`src/rtl/uart_frame_ctrl.sv`:
```
// Receives A5-prefixed, length-delimited, checksummed frames from a UART byte stream.
// It holds one verified frame for random-access readout until the consumer acknowledges it.
module uart_frame_ctrl #(
  parameter int CLK_HZ       = 12_000_000,
  parameter int TIMEOUT_CLKS = 12_000,
  parameter int MAX_LEN      = 8
) (
  input  logic       CLK,
  input  logic       RST,
  input  logic       RX_VALID,
  input  logic [7:0] RX_DATA,
  input  logic [2:0] RD_ADDR,
  input  logic       FRAME_ACK,
  output logic       FRAME_READY,
  output logic [3:0] FRAME_LEN,
  output logic [7:0] RD_DATA,
  output logic       BUSY,
  output logic       ERR_CSUM,
  output logic       ERR_LEN,
  output logic       ERR_TIMEOUT,
  output logic       ERR_OVERRUN
);

  localparam int            TW        = $clog2(TIMEOUT_CLKS);
  localparam logic [TW-1:0] TMO_LAST  = TW'(TIMEOUT_CLKS - 1);
  localparam logic [7:0]    MAX_LEN_B = 8'(MAX_LEN);
  localparam logic [7:0]    SOF       = 8'hA5;

  if (CLK_HZ < 1 || TIMEOUT_CLKS < 2 || MAX_LEN < 1 || MAX_LEN > 8) begin : g_param_check
    $error("uart_frame_ctrl: parameter out of range");
  end

  typedef enum logic [2:0] {S_IDLE, S_LEN, S_PAYLOAD, S_CSUM, S_DONE} state_e;

  state_e        state_q, state_d;
  logic          rx_valid_q;
  logic [3:0]    len_q, len_d;
  logic [2:0]    idx_q, idx_d;
  logic [7:0]    csum_q, csum_d;
  logic [TW-1:0] tmo_q, tmo_d;
  logic [3:0]    frame_len_q, frame_len_d;
  logic          frame_ready_q, frame_ready_d;
  logic          busy_q, busy_d;
  logic          err_csum_q, err_csum_d;
  logic          err_len_q, err_len_d;
  logic          err_timeout_q, err_timeout_d;
  logic          err_overrun_q, err_overrun_d;
  logic          buf_we;
  logic [7:0]    buf_q [0:7];
  logic          strobe;

  // One strobe per RX_VALID high period, however long the receiver holds it.
  assign strobe = RX_VALID & ~rx_valid_q;

  always_comb begin
    // NOTE: every output of this block gets a default first, so no path leaves one unassigned and infers a latch.
    state_d       = state_q;
    len_d         = len_q;
    idx_d         = idx_q;
    csum_d        = csum_q;
    tmo_d         = tmo_q;
    frame_len_d   = frame_len_q;
    err_csum_d    = 1'b0;
    err_len_d     = 1'b0;
    err_timeout_d = 1'b0;
    err_overrun_d = 1'b0;
    buf_we        = 1'b0;

    case (state_q)
      S_IDLE: begin
        if (strobe && RX_DATA == SOF) begin
          state_d = S_LEN;
          tmo_d   = '0;
        end
      end
      S_LEN, S_PAYLOAD, S_CSUM: begin
        if (strobe) begin
          tmo_d = '0;
          case (state_q)
            S_LEN: begin
              if (RX_DATA != 8'd0 && RX_DATA <= MAX_LEN_B) begin
                len_d   = RX_DATA[3:0];
                csum_d  = RX_DATA;
                idx_d   = 3'd0;
                state_d = S_PAYLOAD;
              end else begin
                err_len_d = 1'b1;
                state_d   = S_IDLE;
              end
            end
            S_PAYLOAD: begin
              buf_we = 1'b1;
              csum_d = csum_q + RX_DATA;
              idx_d  = idx_q + 3'd1;
              if ({1'b0, idx_q} == len_q - 4'd1) state_d = S_CSUM;
            end
            default: begin
              if (RX_DATA == csum_q) begin
                frame_len_d = len_q;
                state_d     = S_DONE;
              end else begin
                err_csum_d = 1'b1;
                state_d    = S_IDLE;
              end
            end
          endcase
        end else if (tmo_q == TMO_LAST) begin
          err_timeout_d = 1'b1;
          tmo_d         = '0;
          state_d       = S_IDLE;
        end else begin
          tmo_d = tmo_q + TW'(1);
        end
      end
      S_DONE: begin
        if (strobe) err_overrun_d = 1'b1;
        if (FRAME_ACK) state_d = S_IDLE;
      end
      default: state_d = S_IDLE;
    endcase

    // Status outputs are registered from the next state so they line up with it.
    frame_ready_d = (state_d == S_DONE);
    busy_d        = (state_d == S_LEN) || (state_d == S_PAYLOAD) || (state_d == S_CSUM);
  end

  // NOTE: sequential state uses non-blocking assignments so every flop samples pre-edge values.
  always_ff @(posedge CLK or posedge RST) begin
    if (RST) begin
      state_q       <= S_IDLE;
      rx_valid_q    <= 1'b1;
      len_q         <= 4'd0;
      idx_q         <= 3'd0;
      csum_q        <= 8'd0;
      tmo_q         <= '0;
      frame_len_q   <= 4'd0;
      frame_ready_q <= 1'b0;
      busy_q        <= 1'b0;
      err_csum_q    <= 1'b0;
      err_len_q     <= 1'b0;
      err_timeout_q <= 1'b0;
      err_overrun_q <= 1'b0;
    end else begin
      state_q       <= state_d;
      rx_valid_q    <= RX_VALID;
      len_q         <= len_d;
      idx_q         <= idx_d;
      csum_q        <= csum_d;
      tmo_q         <= tmo_d;
      frame_len_q   <= frame_len_d;
      frame_ready_q <= frame_ready_d;
      busy_q        <= busy_d;
      err_csum_q    <= err_csum_d;
      err_len_q     <= err_len_d;
      err_timeout_q <= err_timeout_d;
      err_overrun_q <= err_overrun_d;
    end
  end

  // NOTE: the payload buffer has no reset; a stale byte is never exposed as valid because FRAME_READY gates it.
  always_ff @(posedge CLK) begin
    if (buf_we) buf_q[idx_q] <= RX_DATA;
  end

  assign RD_DATA     = buf_q[RD_ADDR];
  assign FRAME_READY = frame_ready_q;
  assign FRAME_LEN   = frame_len_q;
  assign BUSY        = busy_q;
  assign ERR_CSUM    = err_csum_q;
  assign ERR_LEN     = err_len_q;
  assign ERR_TIMEOUT = err_timeout_q;
  assign ERR_OVERRUN = err_overrun_q;

endmodule

```
`config.mk`:
```
export PLATFORM = sky130hd
export DESIGN_NAME = uart_frame_ctrl
export DESIGN_NICKNAME = d
export VERILOG_FILES = /design/src/rtl/uart_frame_ctrl.sv
export SDC_FILE = /design/constraint.sdc
export NUM_CORES = 1
export LEC_CHECK = 0
export ABC_AREA = 1
export ABC_CLOCK_PERIOD_IN_PS = 2600
export CAP_MARGIN = 20
export CORE_UTILIZATION = 59
export DETAILED_ROUTE_END_ITERATION = 10
export PLACE_DENSITY = 0.84
export SYNTH_ARGS = -nofsm -noshare
export SYNTH_HDL_FRONTEND = slang
export SYNTH_SLANG_ARGS = --single-unit
```
`constraint.sdc`:
```
create_clock -name CLK -period 2.6 [get_ports CLK]
set_input_delay 0.26 -clock CLK [delete_from_list [all_inputs] [get_ports CLK]]
set_output_delay 0.26 -clock CLK [all_outputs]
set_load 0.005 [all_outputs]
```
==> impl_results.rst <==
.. list-table::
   :header-rows: 1

   * - Metric
     - Value
   * - Status
     - finished, final reports clean
   * - Part of the power in registers
     - 0.603
   * - Initial antenna violation count
     - 0
   * - Total count of hold-check failures in the final report
     - 0
   * - Synth Warn #
     - 0
   * - Full die area
     - between 9000 and 10000 um2
   * - Distinct cell type count after synthesis
     - 35
   * - Clock Latency Late Sink
     - 370 ps
   * - CTS sink count
     - ~110
   * - Placeable core region
     - between 8000 and 9000 um2
   * - Clock Skews
     - around 13 ps
   * - Worst VDD drop
     - 431 uV
   * - Router iterations before antenna repair
     - 5
   * - Horiz. Die Dim
     - 95.8 um
   * - Internal power
     - approximately 0.0023 W
   * - Overflow left after global routing
     - 0
   * - Peak Freq
     - ~430 MHz
   * - Post-layout nets
     - approximately 650
   * - Post-route clock period utilization
     - 0.901
   * - Worst Path Required
     - roughly 2300 ps
   * - Clock period minus final worst setup slack
     - 2340 ps
   * - Via count of the first global-routing pass
     - around 4000
   * - Placed Area
     - between 5000 and 6000 um2
   * - Relative contribution of combinational cells to total power
     - 0.079
   * - Die outline height
     - about 96 um
   * - Initial cell density of the core
     - 0.619
   * - Max Root-Sink Buffers
     - 2
   * - I/O Pins
     - 33
   * - Number of buffers inserted to repair setup after CTS
     - 0
   * - Total vias in the final route
     - about 4200
   * - Fraction of final layout cells sized beyond drive strength 1
     - 0.0964
   * - Area occupied by multi-input gates
     - 1910 um2
   * - CP startpoint kind
     - primary input
   * - Final wirelength
     - around 11000 um
   * - CTS Root Buffer Type
     - sky130_fd_sc_hd__clkbuf_8
   * - Area share of the largest cell type after synthesis
     - 0.370
   * - Clock tree from TritonCTS
     - built
   * - Switching share of total power
     - 0.244
   * - Mapped Nets
     - between 500 and 600
   * - Fill cell count
     - between 600 and 700
   * - Vias per std cell
     - approximately 5.6
   * - Std cell rows
     - 33
   * - Wire length per cell after detailed routing
     - 15.3 um
   * - Htree depth
     - 3
   * - Global-route usage over all layers
     - 0.270
   * - # diodes
     - 0
   * - Post-Syn Instances
     - between 500 and 600
   * - Worst setup path class
     - in2out
   * - Commonest cells after routing, fill and taps aside
     - sky130_fd_sc_hd__nand2_1, sky130_fd_sc_hd__nor2_1, sky130_fd_sc_hd__edfxtp_1
   * - Pwr Density
     - around 500 nW/um2
   * - Hold Buf Count CTS
     - 0
   * - FF/Latch Area
     - about 3000 um2
   * - CP cell instances
     - clkdlybuf4s50_1 -> buf_4 -> o21ai_0 -> o21ai_0 -> a21oi_1 -> a31oi_1 -> clkdlybuf4s50_1
   * - P&R area growth vs syn
     - 15.1%
   * - Relative slew slack
     - 0.556
   * - Static Leakage
     - around 2.6 nW
   * - Commonest non-fill, non-tap cell in the layout
     - sky130_fd_sc_hd__nand2_1
   * - Placer Congestion
     - 0.886
   * - Reg2reg end
     - buf_q[4][3]
   * - Minimum setup slack among reg-to-reg paths
     - ~690 ps
   * - Hold WC Path Type
     - in2async
   * - Top area cells in the synthesized netlist
     - sky130_fd_sc_hd__edfxtp_1, sky130_fd_sc_hd__dfrtp_1, sky130_fd_sc_hd__nand2_1
   * - Max-slew violations
     - 0
   * - Count of max-cap constraint violations
     - 0
   * - Syn_area_per_cell
     - roughly 9.1 um2
   * - Post-Synthesis Cell Area
     - 5190 um2
   * - Post-cts sizing count
     - 0
   * - Post-detailed-route count of antenna-violating nets
     - 0
   * - Clock Power Share
     - 0.317
   * - Cell depth of the worst flop-to-flop path
     - 9
   * - Final Instance Area
     - around 6000 um2
   * - Number of remaining DRC errors
     - 0
   * - Largest fanout on the critical path
     - 12
   * - Aggregate negative setup slack
     - 0 ps
   * - Switching power
     - 0.000736 W
   * - Wire length of the first global-routing pass
     - roughly 19000 um
   * - Setup-violating endpoint count in the final report
     - 0
   * - Sequential-to-total area share from yosys stat
     - 0.578
   * - Startpoint of the lowest-slack register-to-register path
     - state_q[2]
   * - CTS clk-pin slew, worst paths
     - between 100 and 150 ps
   * - Largest net degree at the start of global routing
     - 44
   * - Setup repair after global routing missed its margin
     - false
   * - Critical-path top delay cell
     - sky130_fd_sc_hd__clkdlybuf4s50_1
   * - Iteration-0 DRC count of the detailed router
     - ~270
   * - Slew at the pin closest to its max-slew limit
     - 661 ps
   * - Number of buffers created by CTS
     - 9
   * - Arrival time of data at the critical path endpoint
     - 2080 ps
   * - HPWL Detailed
     - 8190 um
   * - Flip-flop and latch count after synthesis
     - between 100 and 150
   * - Maximum single-stage delay on the critical path
     - between 500 and 600 ps
   * - Total of buffers placed on input and output ports
     - 32
   * - Synth area leader
     - sky130_fd_sc_hd__edfxtp_1
   * - Critical Path Sink Type
     - primary output
critical path: cells and delay by family:
kind	cells	cell delay (ps)
compound gates	4	520
buf+inv	3	1310
power by group through the flow:
stage                     sequential, W  clock [W]  combinational, W
final                           0.00182   0.000955          0.000239
after CTS                       0.00182   0.000972          0.000238
after global routing            0.00182    0.00103          0.000267
after global placement          0.00185          0          0.000229
after detailed placement        0.00185          0          0.000237
after floorplan                 0.00185          0          0.000121
cell families after synthesis:
kind of cell	synth area share
flops	0.578
compound gates	0.0820
xor+xnor	0.0135
buf+inv	0.0547
simple gates	0.244
fa+ha+maj	0.0280
metrics by stage:
stage          hold WS [ps]  std cells  total power [W]  worst slack, ps  utilization
2_1_floorplan           264        572          0.00197              620            -
3_3_place_gp            461        722          0.00208              300        0.691
3_5_place_dp            468        722          0.00209              278        0.691
4_1_cts                 349        738          0.00303              272        0.713
5_1_grt                 371        738          0.00312              134        0.713
6_report                322        738          0.00301              258        0.713
worst max-delay path by stage:
stage / from / endpoint / slack (ps) / cells past startpoint
2_1_floorplan: state_q[2] / buf_q[2][0] / 620 / 7
3_5_place_dp: RD_ADDR[1] / RD_DATA[5] / 280 / 7
5_1_grt: RD_ADDR[0] / RD_DATA[4] / 130 / 7
4_1_cts: RD_ADDR[0] / RD_DATA[4] / 270 / 7
6_report: RD_ADDR[1] / RD_DATA[5] / 260 / 7
3_3_place_gp: RD_ADDR[0] / RD_DATA[4] / 300 / 7
registers in the layout, indices dropped and copies added (netlist names):
register     cells
csum_q           8
FRAME_READY      1
buf_q           64
state_q          3
ERR_LEN          1
BUSY             1
ERR_OVERRUN      1
FRAME_LEN        4
len_q            4
ERR_CSUM         1
rx_valid_q       1
tmo_q           14
ERR_TIMEOUT      1
idx_q            3
cells in the mapped netlist:
cell and count:
sky130_fd_sc_hd__nand2_1 147, sky130_fd_sc_hd__nor2_1 79, sky130_fd_sc_hd__edfxtp_1 64, sky130_fd_sc_hd__inv_1 47
sky130_fd_sc_hd__dfrtp_1 42, sky130_fd_sc_hd__o21ai_0 42, sky130_fd_sc_hd__nand3_1 36, sky130_fd_sc_hd__nand4_1 13
sky130_fd_sc_hd__inv_2 11, sky130_fd_sc_hd__a21oi_1 10, sky130_fd_sc_hd__ha_1 10, sky130_fd_sc_hd__nor3_1 10
sky130_fd_sc_hd__a31oi_1 9, sky130_fd_sc_hd__o21ai_1 9, sky130_fd_sc_hd__xor2_1 6, sky130_fd_sc_hd__buf_2 5
sky130_fd_sc_hd__clkbuf_1 4, sky130_fd_sc_hd__o22ai_1 4, sky130_fd_sc_hd__nand2_2 3, sky130_fd_sc_hd__clkinv_1 2
sky130_fd_sc_hd__nand3b_1 2, sky130_fd_sc_hd__nor2_2 2, sky130_fd_sc_hd__o21bai_1 2, sky130_fd_sc_hd__xnor2_1 2
sky130_fd_sc_hd__a21boi_1 1, sky130_fd_sc_hd__a21oi_2 1, sky130_fd_sc_hd__a22oi_1 1, sky130_fd_sc_hd__buf_4 1
sky130_fd_sc_hd__buf_6 1, sky130_fd_sc_hd__dfstp_2 1, sky130_fd_sc_hd__fa_1 1, sky130_fd_sc_hd__nand3_4 1
sky130_fd_sc_hd__nor2_4 1, sky130_fd_sc_hd__nor3_2 1, sky130_fd_sc_hd__nor4_4 1
final cells by class:
class                   instances  area share
flip-flops and latches        107       0.502
repair buffers                 56      0.0879
well taps                     105      0.0220
inverters                      60      0.0377
multi-input cells             394       0.319
clock buffers                  10      0.0214
clock inverters                 6      0.0101
layer usage:
metal  global-route usage  part of all wire
met5                    0                 0
met3               0.0332             0.057
met2                0.468              0.50
met4                0.119             0.021
met1                0.341              0.42
Power figures use the tool's default switching activity.
